File: config.mk
export PLATFORM = sky130hd
export DESIGN_NAME = ble_motor_ctrl_mc
export DESIGN_NICKNAME = d
export VERILOG_FILES = /design/src/rtl/ble_motor_ctrl_mc.sv
export SDC_FILE = /design/constraint.sdc
export NUM_CORES = 1
export LEC_CHECK = 0
export CAP_MARGIN = 20
export CORE_MARGIN = 2
export CORE_UTILIZATION = 30
export DETAILED_ROUTE_END_ITERATION = 8
export PLACE_DENSITY = 0.56
export SLEW_MARGIN = 5
export SYNTH_ARGS = -nofsm -noshare
export SYNTH_HDL_FRONTEND = slang
export SYNTH_SLANG_ARGS = --single-unit
File: constraint.sdc
create_clock -name sys_clk -period 4.9 [get_ports sys_clk]
set_clock_uncertainty 0.2 [all_clocks]
set_input_delay 1.47 -clock sys_clk [delete_from_list [all_inputs] [get_ports sys_clk]]
set_output_delay 1.47 -clock sys_clk [all_outputs]
set_load 0.02 [all_outputs]
File: src/rtl/ble_motor_ctrl_mc.sv
// Per-channel controller for BLE-series brushless drivers: run/direction pin mapping,
// reversal dead time, filtered alarm with bounded automatic reset retries and lockout.
//
// state | meaning
// IDLE  | drives off, waiting for a run request
// RUN   | driving fwd or rev from the latched direction
// DEAD  | both drives off while a direction reversal settles
// ALARM | qualified alarm seen; choose retry or lockout next cycle
// ARST  | alarm_reset pulse to the driver, filter held cleared
// LOCK  | retries exhausted, fault held until a manual reset
module ble_motor_ctrl_mc #(
    parameter int N_CH           = 2,
    parameter int CNT_W          = 32,
    parameter int DEAD_CYC       = 100000,
    parameter int ALARM_FILT_CYC = 2000,
    parameter int ARST_PULSE_CYC = 20000,
    parameter int MAX_RETRY      = 3
) (
    input  logic              sys_clk,
    input  logic              sys_rst,
    input  logic [N_CH-1:0]   motor_state,
    input  logic [N_CH-1:0]   motor_direction,
    input  logic [N_CH-1:0]   motor_alarm_reset,
    input  logic [2*N_CH-1:0] speed_sel,
    input  logic [N_CH-1:0]   alarm_out_n,
    input  logic [N_CH-1:0]   speed_out,
    output logic [N_CH-1:0]   fwd,
    output logic [N_CH-1:0]   rev,
    output logic [N_CH-1:0]   stop_mode,
    output logic [N_CH-1:0]   m0,
    output logic [N_CH-1:0]   m1,
    output logic [N_CH-1:0]   alarm_reset,
    output logic [N_CH-1:0]   fault
);
    localparam int FILT_W = $clog2(ALARM_FILT_CYC + 1);
    localparam int RTR_W  = $clog2(MAX_RETRY + 1);

    localparam logic [2:0] S_IDLE  = 3'd0;
    localparam logic [2:0] S_RUN   = 3'd1;
    localparam logic [2:0] S_DEAD  = 3'd2;
    localparam logic [2:0] S_ALARM = 3'd3;
    localparam logic [2:0] S_ARST  = 3'd4;
    localparam logic [2:0] S_LOCK  = 3'd5;

    // Timers count down to zero, so the load value is the phase length minus one.
    localparam logic [CNT_W-1:0] DEAD_LOAD = CNT_W'(DEAD_CYC - 1);
    localparam logic [CNT_W-1:0] ARST_LOAD = CNT_W'(ARST_PULSE_CYC - 1);

    logic unused_speed;
    assign unused_speed = ^speed_out;

    for (genvar c = 0; c < N_CH; c++) begin : g_ch
        logic              al_meta_q, al_meta_d, al_s_q, al_s_d;
        logic [FILT_W-1:0] filt_q, filt_d;
        logic [2:0]        state_q, state_d;
        logic              dir_q, dir_d;
        logic [CNT_W-1:0]  tmr_q, tmr_d;
        logic [RTR_W-1:0]  retry_q, retry_d;
        logic              fwd_q, fwd_d, rev_q, rev_d, stop_q, stop_d;
        logic              arst_q, arst_d, fault_q, fault_d, m0_q, m0_d, m1_q, m1_d;
        logic              qualified, active;

        assign qualified = (filt_q == FILT_W'(ALARM_FILT_CYC));
        assign active    = (state_q == S_IDLE) || (state_q == S_RUN) || (state_q == S_DEAD);

        always_comb begin
            filt_d = filt_q;
            if (al_s_q || (state_q == S_ARST)) begin
                filt_d = '0;
            end else if (!qualified) begin
                filt_d = filt_q + FILT_W'(1);
            end
        end

        always_comb begin
            state_d = state_q;
            dir_d   = dir_q;
            tmr_d   = tmr_q;
            retry_d = retry_q;
            if (active && qualified) begin
                state_d = S_ALARM;
            end else if (active && motor_alarm_reset[c]) begin
                state_d = S_ARST;
                retry_d = '0;
                tmr_d   = ARST_LOAD;
            end else begin
                case (state_q)
                    S_IDLE: begin
                        if (motor_state[c]) begin
                            state_d = S_RUN;
                            dir_d   = motor_direction[c];
                        end
                    end
                    S_RUN: begin
                        if (!motor_state[c]) begin
                            state_d = S_IDLE;
                        end else if (motor_direction[c] != dir_q) begin
                            state_d = S_DEAD;
                            tmr_d   = DEAD_LOAD;
                        end
                    end
                    S_DEAD: begin
                        if (!motor_state[c]) begin
                            state_d = S_IDLE;
                        end else if (tmr_q == '0) begin
                            state_d = S_RUN;
                            dir_d   = motor_direction[c];
                        end else begin
                            tmr_d = tmr_q - CNT_W'(1);
                        end
                    end
                    S_ALARM: begin
                        if (retry_q < RTR_W'(MAX_RETRY)) begin
                            state_d = S_ARST;
                            retry_d = retry_q + RTR_W'(1);
                            tmr_d   = ARST_LOAD;
                        end else begin
                            state_d = S_LOCK;
                        end
                    end
                    S_ARST: begin
                        if (tmr_q == '0) begin
                            state_d = S_IDLE;
                        end else begin
                            tmr_d = tmr_q - CNT_W'(1);
                        end
                    end
                    S_LOCK: begin
                        if (motor_alarm_reset[c]) begin
                            state_d = S_ARST;
                            retry_d = '0;
                            tmr_d   = ARST_LOAD;
                        end
                    end
                    default: state_d = S_IDLE;
                endcase
            end
        end

        // Pins are decoded from the next state so they change on the same edge as the FSM.
        always_comb begin
            al_meta_d = alarm_out_n[c];
            al_s_d    = al_meta_q;
            fwd_d     = (state_d == S_RUN) && dir_d;
            rev_d     = (state_d == S_RUN) && !dir_d;
            stop_d    = (state_d == S_ALARM) || (state_d == S_ARST) || (state_d == S_LOCK);
            arst_d    = (state_d == S_ARST);
            fault_d   = (state_d == S_LOCK);
            m0_d      = speed_sel[2*c];
            m1_d      = speed_sel[2*c+1];
        end

        always_ff @(posedge sys_clk or negedge sys_rst) begin
            if (!sys_rst) begin
                al_meta_q <= 1'b0;
                al_s_q    <= 1'b0;
                filt_q    <= '0;
                state_q   <= S_IDLE;
                dir_q     <= 1'b0;
                tmr_q     <= '0;
                retry_q   <= '0;
                fwd_q     <= 1'b0;
                rev_q     <= 1'b0;
                stop_q    <= 1'b0;
                arst_q    <= 1'b0;
                fault_q   <= 1'b0;
                m0_q      <= 1'b0;
                m1_q      <= 1'b0;
            end else begin
                al_meta_q <= al_meta_d;
                al_s_q    <= al_s_d;
                filt_q    <= filt_d;
                state_q   <= state_d;
                dir_q     <= dir_d;
                tmr_q     <= tmr_d;
                retry_q   <= retry_d;
                fwd_q     <= fwd_d;
                rev_q     <= rev_d;
                stop_q    <= stop_d;
                arst_q    <= arst_d;
                fault_q   <= fault_d;
                m0_q      <= m0_d;
                m1_q      <= m1_d;
            end
        end

        assign fwd[c]         = fwd_q;
        assign rev[c]         = rev_q;
        assign stop_mode[c]   = stop_q;
        assign alarm_reset[c] = arst_q;
        assign fault[c]       = fault_q;
        assign m0[c]          = m0_q;
        assign m1[c]          = m1_q;
    end

endmodule

Word-level counts from Yosys, hierarchy flattened. Index checks and enable logic that the tools add are counted.

Equality and inequality tests: 34. Order comparisons: 2. Add/subtract/negate cells: 6. Reduce and logical (&&, ||, !) cells: 32. Muxes and demuxes: 62. Bitwise logic cells: 2.

Operator list (count): 32-bit 2-to-1 mux (14); 32-bit case mux with 5 select lines (2); 32-bit zero test (2); 32-bit by 1-bit subtractor with 32-bit output, second input constant (2); 3-bit 2-to-1 mux (18); 11-bit 2-to-1 mux (4); 3-bit case mux with 6 select lines (2); 3-bit equality test, second input constant (8); 11-bit by 1-bit adder with 11-bit output, second input constant (2); 11-bit equality test, second input constant (2); 3-bit by 2-bit equality test with 1-bit output, second input constant (6); 7-bit AND reduction (2); 3-bit by 1-bit equality test with 1-bit output, second input constant (4); 1-bit 2-to-1 mux (12); 2-bit 2-to-1 mux (6); 3-bit by 2-bit inequality test with 1-bit output, second input constant (4); 3-bit inequality test, second input constant (4); 6-bit nonzero test (2); 1-bit logical OR (10); 1-bit logical AND (8); 2-bit case mux with 2 select lines (2); 4-bit AND reduction (2); 3-bit zero test (2); 3-bit by 1-bit inequality test with 1-bit output, second input constant (2); 8 further kinds (16).

Bits of input ports: 16. Register bits: 116. Output and inout port bits: 14. Word-level logic and storage cells: 166.

Logic depth before layout (Yosys ltp). Gate-level depths: netlist of the first run.

Word-level depth: 9. Mapped depth: 11. Gate-level depth less buffers: 8.

Least setup slack after synthesis of the first run. OpenSTA, ideal clock, no wires.

Path kind: input to register. Start: input motor_alarm_reset[0]. End: register g_ch[0].tmr_q[18]. Slack: 1257 ps. Data arrival time: 3369 ps. Stages: 9. Setup time: 75 ps. Cells stage by stage: clkbuf_1 -> or3b_2 -> a21boi_1 -> or4_1 -> clkbuf_1 -> or2_1 -> buf_4 -> or3_1 -> a21oi_2.

Longest elaborated chain between the ends: 3. Elaborated cells between the ends (all ways): 9. Those cells by class: eq/ne (5); mux (1); reduce/logical (3).

RTL lines: start: declaration (RTL line 23) `input logic [N_CH-1:0] motor_alarm_reset,`; 1-bit logical AND (RTL line 82) `end else if (active && motor_alarm_reset[c]) begin`; 3-bit inequality test (no line), or another cell as far along; 7-bit AND reduction (no line); end signal: assignment (RTL line 175) `tmr_q <= tmr_d;`; end: declaration (RTL line 57) `logic [CNT_W-1:0] tmr_q, tmr_d;`.

Parallel ways exist; a longest one is shown, timed or not. A chain may end at the register's enable or synchronous reset.

Worst setup path in the final report of the first run.
Start: input motor_state[0]. End: register g_ch[0].tmr_q[18].

Longest elaborated chain between the ends: 2. Elaborated cells between the ends (all ways): 3. Those cells by class: eq/ne (2); reduce/logical (1).

RTL lines: start: declaration (RTL line 21) `input logic [N_CH-1:0] motor_state,`; 3-bit by 2-bit inequality test with 1-bit output (no line); 7-bit AND reduction (no line) (*).

Every way passes the cells marked *; elsewhere a longest branch is shown, timed or not.

==> results of run 1 <==
metrics by stage:
step,instance area (µm²),power (W)
6_report,7470,0.00354
2_1_floorplan,6390,0.00200
3_3_place_gp,6870,0.00226
5_1_grt,7470,0.00380
3_5_place_dp,6870,0.00228
4_1_cts,7470,0.00359
synthesized netlist by cell type, drive strengths merged (2+ instances only):
master / instances / area [µm²]
nor3b: 6 / 45.0
buf: 24 / 184
or3: 22 / 138
or3b: 4 / 35.0
nor4: 34 / 249
a21oi: 34 / 178
mux2i: 4 / 40.0
a21o: 4 / 30.0
o22a: 8 / 70.1
inv: 19 / 71.3
a22o: 2 / 17.5
dfrtp: 116 / 2900
and2: 3 / 21.3
o21bai: 2 / 15.0
nor2: 97 / 367
and4: 2 / 17.5
nand2: 35 / 131
o21a: 3 / 22.5
a21boi: 5 / 37.5
o31ai: 5 / 37.5
nand3b: 4 / 30.0
nor2b: 4 / 25.0
nor3: 30 / 171
mux2: 2 / 22.5
nand4: 4 / 25.0
a41oi: 2 / 17.5
and3: 4 / 25.0
a221o: 2 / 20.0
o22ai: 2 / 18.8
clkbuf: 20 / 75.1
or4b: 2 / 23.8
and3b: 2 / 17.5
nand3: 23 / 115
nand2b: 11 / 68.8
or4: 13 / 101
o21ai: 30 / 154
ha: 9 / 113
nor4b: 5 / 50.0
xnor2: 38 / 333
nand4b: 2 / 17.5
or2: 9 / 56.3
xor2: 12 / 105
o311ai: 3 / 26.3
a31oi: 14 / 87.6
layer usage:
metal,vias up,GRT usage,part of all wire
li1,2492,-,-
met1,2334,0.185,0.51
met2,59,0.198,0.45
met3,7,0.0341,0.031
met4,0,0.0453,0.011
met5,-,0,0
final cells by class:
class / instances / area [µm²] / area share
inverter: 19 / 71.3 / 0.00954
tap: 275 / 344 / 0.0460
clock buffer: 21 / 450 / 0.0603
timing repair buffer: 42 / 380 / 0.0509
clock inverter: 9 / 155 / 0.0208
multi-input combinational: 506 / 3170 / 0.424
sequential: 116 / 2900 / 0.388
worst max-delay path by stage:
stage | startpoint | end | cells past startpoint
after floorplan | motor_alarm_reset[0] | g_ch[0].tmr_q[18] | 9
after global placement | motor_state[0] | g_ch[0].tmr_q[18] | 7
after detailed placement | motor_state[0] | g_ch[0].tmr_q[18] | 7
after CTS | motor_state[0] | g_ch[0].tmr_q[18] | 7
after global routing | motor_direction[1] | g_ch[1].tmr_q[25] | 8
final | motor_state[0] | g_ch[0].tmr_q[18] | 7
registers in the layout (all words and copies together) (netlist names):
register and count:
g_ch.fault_q 2, g_ch.tmr_q 64, g_ch.rev_q 2, g_ch.m1_q 2, g_ch.arst_q 2, g_ch.state_q 6, g_ch.al_meta_q 2, g_ch.dir_q 2
g_ch.stop_q 2, g_ch.fwd_q 2, g_ch.filt_q 22, g_ch.m0_q 2, g_ch.al_s_q 2, g_ch.retry_q 4
cell usage in the layout (no fill, tap or decap), drive strengths merged, types with 4 or more instances in the layout:
master / n
or3b: 4
nor4: 34
clkdlybuf4s50: 26
dfrtp: 116
a31oi: 14
nor3b: 6
clkbuf: 21
bufinv: 4
or4: 13
ha: 9
clkinv: 4
nand2: 35
xor2: 12
or3: 22
a21oi: 34
o22a: 8
a21o: 4
and3: 4
buf: 16
nor3: 30
nand3: 23
nor2b: 4
nor4b: 5
nand3b: 4
inv: 19
nand2b: 11
a21boi: 5
xnor2: 38
nand4: 4
mux2i: 4
nor2: 97
o31ai: 5
o21ai: 30
or2: 9
logic make-up (layout without fill, tap and decap cells):
| logic type | count (synthesis) | count (layout) | share of synthesized area |
|---|---|---|---|
| adders and majority gates | 9 | 9 | 0.0176 |
| muxes | 6 | 6 | 0.00978 |
| AOI/OAI and AO/OA | 123 | 123 | 0.124 |
| buffers and inverters | 63 | 91 | 0.0517 |
| and+or+nand+nor | 318 | 318 | 0.274 |
| DFF | 116 | 116 | 0.454 |
| xor gates and xnor gates | 50 | 50 | 0.0685 |
critical path, cell delays in order:
cell             delay [ns]
clkdlybuf4s50_1        0.55
a211oi_1               0.10
o21a_1                 0.19
or4_1                  0.62
or2_1                  0.48
or3_1                  0.44
a21oi_2                0.13
power groups by stage:
stage,Clock [W],Combinational [W],Sequential (W)
5_1_grt,0.00138,0.00115,0.00127
3_3_place_gp,0,0.00100,0.00125
2_1_floorplan,0,0.000802,0.00120
4_1_cts,0.00133,0.00102,0.00124
3_5_place_dp,0,0.00102,0.00125
6_report,0.00129,0.00101,0.00124
==> results.ini, run 1 <==
[run_status]
status=finished, final reports clean

[floorplan]
rows=53
start_util=0.305
coreArea_um2=21000
io_pins=30
die_width_um=150
die_y_um=150
design.die.area_um2=22500

[place]
placed_cells=958
post-place-ws_ns=0.643
port_buffers=27
gp_congestion=0.806
dp_hpwl_mm=9.38

[drt]
drt-vias-per-instance=4.95
route.detailed.drc=0
wl_per_cell_um=14.1
ant_nets=0
drt_wl_total_mm=13.9
drtIter0Drc=337
vias=4892
dr.pass1.iters=4

[clocking]
clkSlewWorstSetupHoldPaths_ns=0.05
cts_root_buf=clkbuf_16
cts_tree=built
post_cts_buffers=0
cts_buffer_depth=2
clk_latency_ns=0.42
cts_resized=0
clock_sinks=116
ctsHoldBuffers=0
htreeDepth=4
cts_buffers=17

[critical_path]
crit_type=in -> reg
worst_setup_path_start_kind=input pin
r2r_end=g_ch[1].arst_q
critPathMaxFanout=15
r2r_setup_slack_ns=1.80
worstRegToRegCells=6
r2r_start=g_ch[1].tmr_q[9]
end_kind=register
required_ns=5.04
cp.arrival_ns=3.99

[synthesis]
async_flop_share=1.00
yosysSeqAreaShare=0.454
synth_ff_type=dfrtp_1
ys_types=73
ys_seq_elements=116
synth_edf_count=0
syn-num-nets=710
yosys_warnings=0
netlist_instances=685
avgSynthCellArea_um2=9.33
netlist_area_um2=6390

[worst_hold_path]
hp-start=g_ch[1].al_meta_q
holdPathEnd=g_ch[1].al_s_q
worstHoldPathType=reg -> reg
hold_depth=0

[pwr]
pwr-share-clk=0.364
cell_internal_pwr_w=0.00235
switching_share=0.338
power_frac_comb=0.286
powerDensity_nw_per_um2=474
ir_drop_mv=0.276
p_sw_w=0.00120
total_leakage_power_nw=3.06
sequentialPowerShare=0.350

[flow_run]
drv_cap=0

[timing]
drv_slew=0
tightest_slew_ns=0.885
slew_headroom=0.410
finalSetupTns_ns=0
final-hold-violation-count=0
post-route-min-period_ns=3.84
setup_viol=0
whs_ns=0.147
max_freq_mhz=260
setup_ws_ns=1.06
post-route-period-util=0.784
grt_setup_unrepaired=false

[global_route]
grt_pass1_vias=4750
antenna_found_initial=0
grt.overflow.total=0
grt_usage=0.132
grt_max_degree=71
grt_pass1_wl_mm=23.8

[final_layout]
fin_util=0.357
syn_to_final_growth_pct=16.9
nFillCells=2160
final_nets=727
final_cell_count_no_fill=988
drive_gt1_frac=0.104
n_antenna_cell=0

No activity file was read; power rests on OpenSTA's default activity.
==> run 2: changes to the inputs <==
- PLACE_DENSITY: 0.56 -> 0.58
- clock period: 4.9 -> 3.1 ns (I/O delays scaled with it)
==> run 2 against run 1 <==
  * Via count increased by 5.0%
  * Global-route usage increased by 0.56 points
  * Sequential power up 58%
  * Register-to-register slack lost 1.6 ns
  * Die area unchanged
  * Core utilization is 2.0 points higher
  * Critical path depth rose by 3
  * Combinational power grew 82%
  * Sequential share of layout area fell by 2.1 points
  * Design area is 5.6% higher
  * Count of clock-buffer cells in the layout unchanged
  * Routed wire length rose by 2.9%
==> results.ini, run 2 (same netlist as run 1, synthesis figures left out) <==
[run_status]
status=finished, final reports clean

[pwr]
powerDensity_nw_per_um2=762
ir_drop_mv=0.470
total_leakage_power_nw=3.31

[final_layout]
reg_top3=g_ch.tmr_q (64), g_ch.filt_q (22), g_ch.state_q (6)
nFillCells=2163
final_common_cell=dfrtp_1
final_cell_count_no_fill=1032
drive_gt1_frac=0.165
syn_to_final_growth_pct=23.5
most-common-layout-cells=dfrtp_1, nor2_1, buf_4
largest_reg_flops=64
largest_register=g_ch.tmr_q
final_nets=769
n_antenna_cell=0
post-route-cell-area_um2=7890

[clocking]
cts_tree=built
clock_sinks=116
cts_root_buf=clkbuf_16
cts_buffers=17
clk_latency_ns=0.42
htreeDepth=4
post_cts_buffers=0
clkSlewWorstSetupHoldPaths_ns=0.06
cts_buffer_depth=2

[timing]
post-route-period-util=0.949
finalSetupTns_ns=0
post-route-min-period_ns=2.94
slew_headroom=0.430
final-hold-violation-count=0
drv_slew=0
setup_viol=0
max_freq_mhz=340
tightest_slew_ns=0.853
whs_ns=0.147
grt_setup_unrepaired=false

[global_route]
antenna_found_initial=0
grt_max_degree=64
grt.overflow.total=0
grt_pass1_wl_mm=24.9
grt_pass1_vias=5013
grt_usage=0.138

[critical_path]
r2r_setup_slack_ns=0.21
r2r_end=g_ch[0].tmr_q[2]
critPathMaxFanout=7
required_ns=3.20
r2r_start=g_ch[0].tmr_q[0]
crit_type=in -> reg
cp.arrival_ns=3.04
worst_setup_path_start_kind=input pin
worstRegToRegCells=9
end_kind=register

[floorplan]
die_y_um=150
coreArea_um2=21000
start_util=0.305
die_width_um=150
design.die.area_um2=22500
io_pins=30
rows=53

[worst_hold_path]
hp-start=g_ch[0].al_meta_q
hold_depth=0
worstHoldPathType=reg -> reg
holdPathEnd=g_ch[0].al_s_q

[drt]
drtIter0Drc=329
drt-vias-per-instance=4.98
vias=5136
wl_per_cell_um=13.9
drt_wl_total_mm=14.3
dr.pass1.iters=4
route.detailed.drc=0
ant_nets=0

[flow_run]
drv_cap=0

[place]
placed_cells=1000
gp_congestion=0.827
port_buffers=27
dp_hpwl_mm=10.0
postPlaceCellArea_um2=7210

run 2: changes by cell type in the layout (fill, tap and decap cells not counted), sizes merged:
cell	before	now
clkinvlp	1	2
inv	19	21
buf	16	58
bufinv	4	5
clkinv	4	2
run 2: worst max-delay path by stage:
stage	from	endpoint	slack [ns]	cells past startpoint
6_report	motor_alarm_reset[0]	g_ch[0].tmr_q[26]	0.16	10
5_1_grt	g_ch[0].tmr_q[0]	g_ch[0].tmr_q[2]	0.006	9
4_1_cts	motor_alarm_reset[0]	g_ch[0].tmr_q[18]	0.05	7
3_5_place_dp	motor_alarm_reset[0]	g_ch[0].tmr_q[9]	-0.41	8
3_3_place_gp	motor_alarm_reset[0]	g_ch[0].tmr_q[11]	-0.40	8
2_1_floorplan	motor_alarm_reset[0]	g_ch[0].tmr_q[18]	0.09	9
run 2: cell type report:
type	count	area, µm²	share of cell area
Tap cell	275	344	0.0436
Timing Repair Buffer	84	721	0.0913
Multi-Input combinational cell	506	3190	0.404
Sequential cell	116	2900	0.368
Inverter	19	71.3	0.00903
Clock inverter	11	196	0.0249
Clock buffer	21	470	0.0596
run 2: routing by layer:
metal	routed length (µm)	GRT usage	part of all wire
met1	7260	0.194	0.51
met4	123	0.0368	0.0086
met5	0	0	0
met3	585	0.0381	0.041
met2	6330	0.208	0.44
run 2: worst max-delay path, stage by stage:
cell and delay [ns]:
clkdlybuf4s50_1 0.45, buf_4 0.18, or3b_2 0.45, a21o_1 0.23, buf_4 0.17, nor2_1 0.12, nor4_1 0.08, buf_4 0.14
nor2b_1 0.12, o22a_1 0.17
run 2: what timing repair did:
action | 4_1_cts | 5_1_grt
endpoints found under the setup margin | 3 | 22
hold buffers | 0 | 0
resized for setup | 1 | 4
run 2: metrics by stage:
step	setup slack (ns)	util	total power, W
final	0.159	0.377	0.00601
after global routing	0.00552	0.377	0.00640
after CTS	0.0465	0.376	0.00606
after detailed placement	-0.414	0.344	0.00381
after global placement	-0.397	0.344	0.00378
after floorplan	0.0889	-	0.00316
run 2: power breakdown:
part / internal [W] / total [W] / switching (W)
Combinational: 0.000804 / 0.00184 / 0.00103
Sequential: 0.00174 / 0.00196 / 0.000220
Clock: 0.00150 / 0.00222 / 0.000723
